`config.mk`:
```
export PLATFORM = sky130hd
export DESIGN_NAME = johncount_ctrl_flat
export DESIGN_NICKNAME = d
export VERILOG_FILES = /design/src/rtl/johncount_ctrl_if.sv /design/src/rtl/johncount_ctrl.sv /design/src/flat_wrapper.sv
export SDC_FILE = /design/constraint.sdc
export NUM_CORES = 1
export LEC_CHECK = 0
export BUFFER_PORTS_ARGS = -buffer_cell sky130_fd_sc_hd__buf_2
export CAP_MARGIN = 25
export CORE_MARGIN = 2
export CORE_UTILIZATION = 58
export CTS_BUF_LIST = sky130_fd_sc_hd__clkbuf_4 sky130_fd_sc_hd__clkbuf_8
export DETAILED_ROUTE_END_ITERATION = 12
export PLACE_DENSITY = 0.89
export SLEW_MARGIN = 20
export SYNTH_ARGS = -nofsm -noshare
export SYNTH_HDL_FRONTEND = slang
export SYNTH_SLANG_ARGS = --single-unit
```
`constraint.sdc`:
```
create_clock -name clk -period 4 [get_ports clk]
set_input_delay 0.4 -clock clk [delete_from_list [all_inputs] [get_ports clk]]
set_output_delay 0.4 -clock clk [all_outputs]
set_load 0.02 [all_outputs]
```
`src/rtl/johncount_ctrl_if.sv`:
```
`default_nettype none
// ============================================================================
//  Module      : johncount_ctrl_if
//  Description : Command/status bundle for the Johnson counter sequencer.
//                master  - system control logic (issues start/load/hold)
//                slave   - johncount_ctrl (owns the phase register)
//  Signals     : start, steps[CNT_W], dir, hold, load, load_q[WIDTH]  (m->s)
//                q[WIDTH], ready, busy, done, wrap, err                (s->m)
//  Revision    : 1.0  initial release
// ============================================================================
interface johncount_ctrl_if #(
  parameter int WIDTH = 4,
  parameter int CNT_W = 8
);
  logic             start;
  logic [CNT_W-1:0] steps;
  logic             dir;
  logic             hold;
  logic             load;
  logic [WIDTH-1:0] load_q;
  logic [WIDTH-1:0] q;
  logic             ready;
  logic             busy;
  logic             done;
  logic             wrap;
  logic             err;

  modport master (
    output start, steps, dir, hold, load, load_q,
    input  q, ready, busy, done, wrap, err
  );

  modport slave (
    input  start, steps, dir, hold, load, load_q,
    output q, ready, busy, done, wrap, err
  );
endinterface
`default_nettype wire

```
`src/rtl/johncount_ctrl.sv`:
```
`default_nettype none
// ============================================================================
//  Module      : johncount_ctrl
//  Description : Command-driven sequencer owning a WIDTH-stage Johnson
//                (twisted-ring) counter. A run shifts the ring forward or
//                reverse for a requested number of steps under a
//                start/ready/done handshake, with pause (hold), preload
//                (load) and one-cycle wrap signalling on every return to 0.
//  Ports       : clk    - rising-edge clock
//                reset  - synchronous active-high reset
//                bus    - johncount_ctrl_if.slave command/status bundle
//  Options     : JC_SELF_CORRECT_EN - when defined, any non-Johnson code in
//                the register is forced to 0 at the next edge and a sticky
//                err flag is raised; a run in progress terminates early.
//                When undefined, err is tied low and no checking occurs.
//  Revision    : 1.0  initial release
// ============================================================================
module johncount_ctrl #(
  parameter int WIDTH = 4,
  parameter int CNT_W = 8
) (
  input  wire logic           clk,
  input  wire logic           reset,
  johncount_ctrl_if.slave     bus
);

  typedef enum logic [1:0] {
    ST_IDLE = 2'd0,
    ST_RUN  = 2'd1,
    ST_DONE = 2'd2
  } state_t;

  localparam logic [CNT_W-1:0] c_rem_one  = CNT_W'(1);
  localparam logic [CNT_W-1:0] c_rem_zero = '0;
  localparam logic [WIDTH-1:0] c_q_zero   = '0;

  // --------------------------------------------------------------------------
  // State
  // --------------------------------------------------------------------------
  state_t           r_state;
  logic [WIDTH-1:0] r_q;
  logic [CNT_W-1:0] r_rem;
  logic             r_dir;
  logic             r_wrap;

  state_t           w_state_nxt;
  logic [WIDTH-1:0] w_q_nxt;
  logic [CNT_W-1:0] w_rem_nxt;
  logic             w_dir_nxt;
  logic             w_wrap_nxt;

  // Both shift candidates; reverse is the exact inverse of forward.
  logic [WIDTH-1:0] w_q_fwd;
  logic [WIDTH-1:0] w_q_rev;
  logic [WIDTH-1:0] w_q_shift;

  assign w_q_fwd   = {r_q[WIDTH-2:0], ~r_q[WIDTH-1]};
  assign w_q_rev   = {~r_q[0], r_q[WIDTH-1:1]};
  assign w_q_shift = r_dir ? w_q_rev : w_q_fwd;

`ifdef JC_SELF_CORRECT_EN
  // A Johnson code has at most one boundary between adjacent bits. The
  // boundary vector has at most one bit set iff clearing its lowest set bit
  // leaves zero.
  logic [WIDTH-2:0] w_edges;
  logic             w_illegal;
  logic             r_err;

  assign w_edges   = r_q[WIDTH-1:1] ^ r_q[WIDTH-2:0];
  assign w_illegal = (w_edges & (w_edges - 1'b1)) != '0;
`endif

  // --------------------------------------------------------------------------
  // Next-state / datapath
  // --------------------------------------------------------------------------
  always_comb begin
    w_state_nxt = r_state;
    w_q_nxt     = r_q;
    w_rem_nxt   = r_rem;
    w_dir_nxt   = r_dir;
    w_wrap_nxt  = 1'b0;

    unique case (r_state)
      ST_IDLE: begin
        // load wins over a simultaneous start; that start is dropped.
        if (bus.load) begin
          w_q_nxt = bus.load_q;
        end else if (bus.start) begin
          w_rem_nxt   = bus.steps;
          w_dir_nxt   = bus.dir;
          w_state_nxt = (bus.steps != c_rem_zero) ? ST_RUN : ST_DONE;
        end
      end

      ST_RUN: begin
        if (!bus.hold) begin
          w_q_nxt    = w_q_shift;
          w_rem_nxt  = r_rem - c_rem_one;
          w_wrap_nxt = (w_q_shift == c_q_zero);
          if (r_rem == c_rem_one) begin
            w_state_nxt = ST_DONE;
          end
        end
      end

      ST_DONE: begin
        w_state_nxt = ST_IDLE;
      end

      default: begin
        w_state_nxt = ST_IDLE;
      end
    endcase

`ifdef JC_SELF_CORRECT_EN
    // Correction overrides shift, load and hold. It is not a shift, so it
    // never raises wrap. A run caught mid-way ends through DONE.
    if (w_illegal) begin
      w_q_nxt    = c_q_zero;
      w_wrap_nxt = 1'b0;
      if (r_state == ST_RUN) begin
        w_state_nxt = ST_DONE;
      end
    end
`endif
  end

  always_ff @(posedge clk) begin
    if (reset) begin
      r_state <= ST_IDLE;
      r_q     <= c_q_zero;
      r_rem   <= c_rem_zero;
      r_dir   <= 1'b0;
      r_wrap  <= 1'b0;
    end else begin
      r_state <= w_state_nxt;
      r_q     <= w_q_nxt;
      r_rem   <= w_rem_nxt;
      r_dir   <= w_dir_nxt;
      r_wrap  <= w_wrap_nxt;
    end
  end

`ifdef JC_SELF_CORRECT_EN
  // Sticky until reset.
  always_ff @(posedge clk) begin
    if (reset) begin
      r_err <= 1'b0;
    end else if (w_illegal) begin
      r_err <= 1'b1;
    end
  end

  assign bus.err = r_err;
`else
  assign bus.err = 1'b0;
`endif

  // --------------------------------------------------------------------------
  // Outputs
  // --------------------------------------------------------------------------
  assign bus.q     = r_q;
  assign bus.ready = (r_state == ST_IDLE);
  assign bus.busy  = (r_state != ST_IDLE);
  assign bus.done  = (r_state == ST_DONE);
  assign bus.wrap  = r_wrap;

endmodule
`default_nettype wire

```
`src/flat_wrapper.sv`:
```
// flat-port wrapper written by rule: the top's interface ports become plain ports
module johncount_ctrl_flat 
#(
  parameter int WIDTH = 4,
  parameter int CNT_W = 8
)
  (clk, reset, bus_start, bus_steps, bus_dir, bus_hold, bus_load, bus_load_q, bus_q, bus_ready, bus_busy, bus_done, bus_wrap, bus_err);
  johncount_ctrl_if #(.WIDTH(WIDTH), .CNT_W(CNT_W)) bus_i ();
  input  wire logic clk;
  input  wire logic reset;
  input wire logic [$bits(bus_i.start)-1:0] bus_start;
  input wire logic [$bits(bus_i.steps)-1:0] bus_steps;
  input wire logic [$bits(bus_i.dir)-1:0] bus_dir;
  input wire logic [$bits(bus_i.hold)-1:0] bus_hold;
  input wire logic [$bits(bus_i.load)-1:0] bus_load;
  input wire logic [$bits(bus_i.load_q)-1:0] bus_load_q;
  output wire logic [$bits(bus_i.q)-1:0] bus_q;
  output wire logic [$bits(bus_i.ready)-1:0] bus_ready;
  output wire logic [$bits(bus_i.busy)-1:0] bus_busy;
  output wire logic [$bits(bus_i.done)-1:0] bus_done;
  output wire logic [$bits(bus_i.wrap)-1:0] bus_wrap;
  output wire logic [$bits(bus_i.err)-1:0] bus_err;
  assign bus_i.start = bus_start;
  assign bus_i.steps = bus_steps;
  assign bus_i.dir = bus_dir;
  assign bus_i.hold = bus_hold;
  assign bus_i.load = bus_load;
  assign bus_i.load_q = bus_load_q;
  assign bus_q = bus_i.q;
  assign bus_ready = bus_i.ready;
  assign bus_busy = bus_i.busy;
  assign bus_done = bus_i.done;
  assign bus_wrap = bus_i.wrap;
  assign bus_err = bus_i.err;
  johncount_ctrl #(.WIDTH(WIDTH), .CNT_W(CNT_W)) u_core (.clk(clk), .reset(reset), .bus(bus_i));
endmodule
```
==> results of run 1 <==
## cells by family after synthesis
kind of cell,Yosys count,share of synthesized area
AOI/OAI and AO/OA,42,0.272
adders and majority gates,2,0.0249
muxes,4,0.0398
DFF,16,0.318
and+or+nand+nor,45,0.269
other,1,0.00373
buffers and inverters,15,0.0721
## final cells by class
class | count | area (µm²)
Multi-Input combinational cell | 94 | 613
Fill cell | 138 | 536
Sequential cell | 16 | 320
Timing Repair Buffer | 25 | 125
Clock buffer | 4 | 36.3
Tap cell | 17 | 21.3
Inverter | 5 | 18.8
## Yosys cell counts, drive strengths merged, types with 2 or more instances
library cell and instances:
a211o 2, a211oi 4, a21oi 14, and2 5
buf 8, clkbuf 2, dfxtp 16, ha 2
inv 5, mux2i 4, nand2 9, nand2b 6
nor2 8, nor2b 3, nor3 4, nor3b 2
nor4 4, o211ai 4, o21ai 9, o32ai 2
or3 3
## worst max-delay path: stages (launching register included)
cell      delay [ns]
dfxtp_1         0.58
nor2b_1         0.80
o21ai_0         0.23
a21oi_1         0.20
a211oi_1        0.06
## per-stage QoR
stage	hold WS, ns	util	std cells
after CTS	0.345	0.679	161
after global routing	0.344	0.679	161
after detailed placement	0.466	0.658	157
after floorplan	0.441	-	125
final	0.339	0.679	161
after global placement	0.454	0.658	157
## layer usage
layer	track usage	share of wire	routed length, µm
met3	0.0516	0.067	157
met1	0.265	0.42	982
met4	0.135	0.019	45
met5	0	0	0
met2	0.445	0.49	1160
## power by group through the flow
stage	Sequential, µW	Combinational, µW	Clock (µW)
after CTS	185	111	111
after global placement	188	106	0
final	186	112	112
after detailed placement	189	110	0
after global routing	188	123	120
after floorplan	188	82.6	0
## flip-flops by register name, indices dropped and copies added, names as in the netlist
register / count
u_core.r_dir: 1
u_core.r_state: 2
u_core.r_rem: 8
u_core.bus.wrap: 1
u_core.bus.q: 4
## worst min-delay path by stage
stage | from | endpoint | slack [ns] | cells past startpoint
final | bus_dir | u_core.r_dir | 0.34 | 3
after global routing | bus_dir | u_core.r_dir | 0.34 | 3
after CTS | bus_dir | u_core.r_dir | 0.35 | 3
after detailed placement | u_core.r_rem[1] | u_core.r_rem[1] | 0.47 | 2
after global placement | u_core.r_rem[1] | u_core.r_rem[1] | 0.45 | 2
after floorplan | u_core.r_rem[1] | u_core.r_rem[1] | 0.44 | 2
## cell usage in the layout (no fill, tap or decap), drive strengths merged, types with 3 or more instances in the layout
master and instances:
buf 25, dfxtp 16, a21oi 14, nand2 9
o21ai 9, nor2 8, nand2b 6, inv 5
and2 5, o211ai 4, a211oi 4, nor4 4
mux2i 4, nor3 4, clkbuf 4, nor2b 3
or3 3
==> flow_metrics.env, run 1 <==
export IMPL_status="complete, no violations"
export IMPL_clk_pin_slew_worst_paths_ns=0.10
export IMPL_worst_r2r_setup_slack_ns=2.01
export IMPL_ctsHoldBuffers=0
export IMPL_r2r_cells=4
export IMPL_core_area_um2=1670
export IMPL_maxCapViolations=0
export IMPL_die_h_um=45.6
export IMPL_critical_path_class="reg2reg"
export IMPL_r2r_end="u_core.r_rem[4]"
export IMPL_grt_use_total=0.248
export IMPL_clock_latency_ns=0.29
export IMPL_crit_fanout=16
export IMPL_cp_arrival_ns=2.17
export IMPL_hold_violations=0
export IMPL_start_util=0.602
export IMPL_portBuffers=25
export IMPL_clkSinkCount=16
export IMPL_finalInstanceArea_um2=1130
export IMPL_hold_class="in2reg"
export IMPL_period_needed_ns=1.99
export IMPL_synth_seq_area_share=0.318
export IMPL_setup_slack_ns=2.01
export IMPL_num_rows=15
export IMPL_p_seq_frac=0.454
export IMPL_routed_wl_um=2350
export IMPL_power_internal_uw=273
export IMPL_fin_setup_tns_ns=0
export IMPL_yosys_warnings=0
export IMPL_via_per_inst=6.20
export IMPL_fmax_ghz=0.502
export IMPL_yosysUniqueCellTypes=37
export IMPL_pre_cts_ws_ns=2.05
export IMPL_peakVddDrop_mv=0.278
export IMPL_crit_end="u_core.r_rem[4]"
export IMPL_combPwrFrac=0.273
export IMPL_cts_tree="done"
export IMPL_grt_pass1_vias=894
export IMPL_synth_edf_count=0
export IMPL_finalPower_uw=409
export IMPL_setup_violations=0
export IMPL_grt_pass1_wl_um=3710
export IMPL_final_layout_size_suffix_gt1_frac=0.243
export IMPL_cts_resized=0
export IMPL_rsz0062_at_grt="false"
export IMPL_synth_seq_cells=16
export IMPL_synthFlopType="dfxtp_1"
export IMPL_die_w_um=45.6
export IMPL_p_clk_frac=0.273
export IMPL_powerDensity_nw_per_um2=361
export IMPL_postRouteAntennaNets=0
export IMPL_r2r_start="u_core.r_state[0]"
export IMPL_p_switching_uw=136
export IMPL_grt_max_degree=18
export IMPL_vias=999
export IMPL_synthCells=125
export IMPL_crit_path_end_kind="flip-flop"
export IMPL_synthTopCellsByArea="dfxtp_1 32%, a21oi_1 7.0%, mux2i_1 4.0%"
export IMPL_routedWlPerCell_um=14.6
export IMPL_root_buffer="clkbuf_4"
export IMPL_overflow=0
export IMPL_dr_pass1_iters=4
export IMPL_relSlewSlack=0.379
export IMPL_syn_to_final_growth_pct=12.8
export IMPL_ioPinCount=27
export IMPL_drc=0
export IMPL_fin_worst_skew_ns=0.00362
export IMPL_placed_cell_area_um2=1100
export IMPL_avgSynthCellArea_um2=8.05
export IMPL_clockBufferDepth=2
export IMPL_synthesis_nets=145
export IMPL_yosys_area_top_type="dfxtp_1"
export IMPL_diodes=0
export IMPL_place_congestion=0.828
export IMPL_dp_final_hpwl_um=1710
export IMPL_cts_htree_levels=1
export IMPL_post_cts_setup_buffers=0
export IMPL_numCtsBuffers=3
export IMPL_start_kind="flip-flop"
export IMPL_finalCritPeriodShare=0.498
export IMPL_report_final_slew_viol_count=0
export IMPL_synth_top_area_frac=0.318
export IMPL_critPathRequiredTime_ns=4.18
export IMPL_power_leakage_uw=0.000468
export IMPL_tightest_slew_ns=0.930
export IMPL_antenna_found_initial=0
export IMPL_dieArea_um2=2080
export IMPL_async_flop_share=0
export IMPL_drt_iter0_drc=36
export IMPL_syn_cell_area_um2=1010
export IMPL_startpoint="u_core.r_state[0]"
export IMPL_switching_share=0.332
export IMPL_nets=165
Power figures use the tool's default switching activity.
==> run 2, diff against run 1 <==
Settings changed: CORE_UTILIZATION 58 to 48, PLACE_DENSITY 0.89 to 0.79.
Clock period 4 ns to 1.7 ns, I/O delays scaled along.
==> run 2 against run 1 <==
Net effect:
- critical path depth unchanged
- worst setup slack lost 1.8 ns
- critical endpoint unchanged
- wire length shrank 5.5%
- first-iteration DRC count decreased by 78%
==> flow_metrics.env, run 2 (synthesis gave the netlist of run 1 again) <==
export IMPL_status="complete, no violations"
export IMPL_grt_pass1_wl_um=3710
export IMPL_place_congestion=0.826
export IMPL_ctsHoldBuffers=0
export IMPL_routedWlPerCell_um=13.0
export IMPL_r2r_start="u_core.r_state[0]"
export IMPL_largest_register_ff_count=8
export IMPL_fmax_ghz=0.660
export IMPL_numCtsBuffers=3
export IMPL_ioPinCount=27
export IMPL_layout_common_cells="25 x buf_2, 15 x dfxtp_1, 14 x a21oi_1"
export IMPL_via_per_inst=5.69
export IMPL_num_rows=16
export IMPL_crit_fanout=10
export IMPL_finalCritPeriodShare=0.891
export IMPL_grt_use_total=0.192
export IMPL_maxCapViolations=0
export IMPL_final_common_cell="buf_2"
export IMPL_die_w_um=49.8
export IMPL_nets=166
export IMPL_postRouteAntennaNets=0
export IMPL_vias=973
export IMPL_regMostFlops="u_core.r_rem"
export IMPL_period_needed_ns=1.52
export IMPL_fin_setup_tns_ns=0
export IMPL_core_area_um2=1960
export IMPL_overflow=0
export IMPL_syn_to_final_growth_pct=13.6
export IMPL_clockBufferDepth=2
export IMPL_grt_max_degree=18
export IMPL_setup_slack_ns=0.185
export IMPL_crit_path_end_kind="flip-flop"
export IMPL_report_final_slew_viol_count=0
export IMPL_cts_htree_levels=1
export IMPL_critical_path_class="reg2reg"
export IMPL_powerDensity_nw_per_um2=784
export IMPL_diodes=0
export IMPL_rsz0062_at_grt="false"
export IMPL_drc=0
export IMPL_hold_violations=0
export IMPL_peakVddDrop_mv=0.428
export IMPL_startpoint="u_core.r_state[0]"
export IMPL_grt_pass1_vias=900
export IMPL_setup_violations=0
export IMPL_dr_pass1_iters=4
export IMPL_final_layout_size_suffix_gt1_frac=0.250
export IMPL_routed_wl_um=2220
export IMPL_power_leakage_uw=0.000466
export IMPL_die_h_um=49.8
export IMPL_start_kind="flip-flop"
export IMPL_cts_tree="done"
export IMPL_dieArea_um2=2480
export IMPL_pre_cts_ws_ns=0.0660
export IMPL_post_cts_setup_buffers=0
export IMPL_post_route_util=0.582
export IMPL_hold_class="in2reg"
export IMPL_fin_worst_skew_ns=0.00367
export IMPL_antenna_found_initial=0
export IMPL_root_buffer="clkbuf_4"
export IMPL_cp_arrival_ns=1.72
export IMPL_clkSinkCount=16
export IMPL_portBuffers=25
export IMPL_min_from="bus_dir"
export IMPL_clk_pin_slew_worst_paths_ns=0.09
export IMPL_critPathRequiredTime_ns=1.90
export IMPL_drt_iter0_drc=8
export IMPL_clock_latency_ns=0.29
export IMPL_start_util=0.513
export IMPL_dp_final_hpwl_um=1670
## run 2: changes by cell type in the layout (fill, tap and decap cells not counted), sizes merged
| cell | before | now |
|---|---|---|
| buf | 25 | 26 |
| clkbuf | 4 | 3 |
## run 2: final cells by class
cell class                 instances  area, µm²
sequential                        16        322
fill                             207        820
multi-input combinational         94        613
tap                               27       33.8
timing repair buffer              26        133
clock buffer                       3       22.5
inverter                           5       18.8
## run 2: timing repair
action | 4_1_cts | 5_1_grt
resized for setup | 0 | 1
endpoints found under the hold margin | 0 | 0
setup endpoints to repair | 0 | 3
## run 2: worst max-delay path, stage by stage (launching register included)
cell,delay [ns]
dfxtp_2,0.47
nor2b_1,0.28
o21ba_1,0.34
a21oi_1,0.11
a211oi_1,0.22
## run 2: layer usage
layer	share of wire	track usage	routed length, µm
met5	0	0	0
met2	0.49	0.327	1080
met3	0.049	0.0333	109
met4	0.017	0.102	38
met1	0.45	0.227	988
## run 2: report_power, final
group,switching [µW],leakage [µW],internal [µW]
clock network,117,0.0000138,82.5
registers,32.4,0.000132,404
logic,150,0.000321,110
## run 2: stage by stage
step	power [µW]	instance area, µm²	instances	hold WS (ns)
global route	955	1140	171	0.140
CTS	906	1140	171	0.108
global placement	696	1120	168	0.409
finish	896	1140	171	0.111
detailed placement	704	1120	168	0.418
floorplan	637	1010	125	0.317
## run 2: path summary, 6_finish.rpt
kind,endpoint,slack [ns],depth (start not counted)
worst max-delay path,u_core.r_rem[4],0.18,4
worst min-delay path,u_core.r_dir,0.11,3
worst max register to register,u_core.r_rem[4],0.18,4
worst min register to register,u_core.r_rem[1],0.47,2
==> run 3, diff against run 2 <==
Clock period 1.7 ns to 1.2 ns, I/O delays scaled along.
==> run 3 against run 2 <==
Net effect:
- the flow now finishes with violations (setup timing)
- clock skew shrank 0.0023 ns
- first-iteration DRC count grew 110%
- core utilization grew 16 points
- wire length grew 33%
- register-to-register slack lost 0.41 ns
- sequential power grew 42%
- critical path type unchanged
- largest cell class unchanged
==> flow_metrics.env, run 3 (synthesis gave the netlist of run 1 again) <==
export IMPL_peakVddDrop_mv=0.712
export IMPL_antenna_found_initial=0
export IMPL_diodes=0
export IMPL_maxCapViolations=0
export IMPL_layout_common_cells="24 x buf_2, 23 x buf_4, 13 x a21oi_1"
export IMPL_final_common_cell="buf_2"
export IMPL_routedWlPerCell_um=15.1
export IMPL_vias=1111
export IMPL_clkSinkCount=16
export IMPL_period_needed_ns=1.43
export IMPL_hold_class="in2reg"
export IMPL_dieArea_um2=2480
export IMPL_startpoint="u_core.r_rem[5]"
export IMPL_final_layout_size_suffix_gt1_frac=0.494
export IMPL_ioPinCount=27
export IMPL_num_rows=16
export IMPL_holdWs_ns=0.0749
export IMPL_powerDensity_nw_per_um2=1030
export IMPL_clk_pin_slew_worst_paths_ns=0.09
export IMPL_grt_pass1_vias=1103
export IMPL_die_w_um=49.8
export IMPL_routed_wl_um=2940
export IMPL_core_area_um2=1960
export IMPL_rsz0062_at_grt="true"
export IMPL_clockBufferDepth=2
export IMPL_regMostFlops="u_core.r_rem"
export IMPL_fin_worst_skew_ns=0.00135
export IMPL_drc=0
export IMPL_finalInstanceArea_um2=1450
export IMPL_grt_max_degree=18
export IMPL_placed_cells=188
export IMPL_dp_final_hpwl_um=2070
export IMPL_dr_pass1_iters=4
export IMPL_postRouteAntennaNets=0
export IMPL_ctsHoldBuffers=0
export IMPL_root_buffer="clkbuf_4"
export IMPL_clock_latency_ns=0.28
export IMPL_numCtsBuffers=3
export IMPL_portBuffers=25
export IMPL_grt_pass1_wl_um=4950
export IMPL_critPathRequiredTime_ns=1.36
export IMPL_r2r_start="u_core.r_rem[5]"
export IMPL_placed_cell_area_um2=1280
export IMPL_grt_use_met3=0.0182
export IMPL_syn_to_final_growth_pct=44.2
export IMPL_regArea_um2=329
export IMPL_grt_busiest_layer="met2"
export IMPL_drt_iter0_drc=17
export IMPL_met2_usage=0.478
export IMPL_use_met1=0.312
export IMPL_cts_htree_levels=1
export IMPL_fmax_ghz=0.700
export IMPL_status="finished with violations"
export IMPL_nets=190
export IMPL_start_util=0.513
export IMPL_setup_slack_ns=-0.228
export IMPL_place_congestion=0.903
export IMPL_power_leakage_uw=0.000614
export IMPL_via_per_inst=5.70
export IMPL_crit_path_end_kind="flip-flop"
export IMPL_min_from="bus_dir"
export IMPL_cp_arrival_ns=1.59
export IMPL_die_h_um=49.8
export IMPL_cts_tree="done"
export IMPL_finalCritPeriodShare=1.19
export IMPL_violations="setup timing"
export IMPL_grt_use_total=0.258
export IMPL_hold_violations=0
export IMPL_fill_cells=155
export IMPL_largest_register_ff_count=8
export IMPL_setup_violations=15
export IMPL_final_cell_count_no_fill=195
export IMPL_post_route_util=0.739
export IMPL_report_final_slew_viol_count=0
export IMPL_multiInputGateArea_um2=719
export IMPL_crit_fanout=3
export IMPL_critical_path_class="reg2reg"
export IMPL_overflow=0
export IMPL_start_kind="flip-flop"
-- run 3: cell count changes in the layout (fill, tap and decap cells not counted), moves of 2 or more --
cell	delta
buf_4	+22
or3_1	-2
nor3_1	-2
buf_6	+3
nor2b_1	-2
or3_4	+2
dfxtp_1	-6
dfxtp_2	+6
-- run 3: routing by layer --
layer | vias to the layer above | routed length (µm) | share of wire
li1 | 536 | - | -
met1 | 527 | 1240 | 0.42
met2 | 41 | 1530 | 0.52
met3 | 7 | 140 | 0.048
met4 | 0 | 36 | 0.012
met5 | - | 0 | 0
-- run 3: area by class of cell --
type	count	share of cell area
Clock buffer	3	0.0155
Inverter	5	0.0129
Multi-Input combinational cell	94	0.496
Sequential cell	16	0.227
Tap cell	27	0.0233
Timing Repair Buffer	50	0.225
-- run 3: worst paths after layout --
| check | end | slack [ns] | cells after the start |
|---|---|---|---|
| min reg2reg | u_core.r_rem[1] | 0.48 | 2 |
| max | u_core.r_rem[7] | -0.23 | 4 |
| min | u_core.r_dir | 0.07 | 3 |
| max reg2reg | u_core.r_rem[7] | -0.23 | 4 |
-- run 3: critical path, stage by stage, from the launching register on --
cell and delay (ns):
dfxtp_2 0.33, or3_4 0.39, or3_4 0.37, a21oi_2 0.13, o32ai_1 0.08
-- run 3: through the flow --
stage / power (µW) / setup slack [ns] / TNS (ns)
final: 1500 / -0.228 / -1.35
after global routing: 1590 / -0.263 / -2.50
after CTS: 1460 / -0.205 / -1.26
after detailed placement: 1110 / -0.237 / -2.04
after global placement: 1090 / -0.160 / -1.39
after floorplan: 922 / -0.149 / -0.409
-- run 3: what timing repair did --
action                     CTS  global route
gates resized for setup     19            11
hold endpoints to repair     0             0
buffers inserted             3             1
pin swaps                    5             6
setup endpoints to repair   18            19
-- run 3: power breakdown --
| part | switching, µW | total (µW) | internal, µW |
|---|---|---|---|
| sequential | 43.3 | 619 | 576 |
| clock | 156 | 273 | 116 |
| combinational | 298 | 606 | 308 |
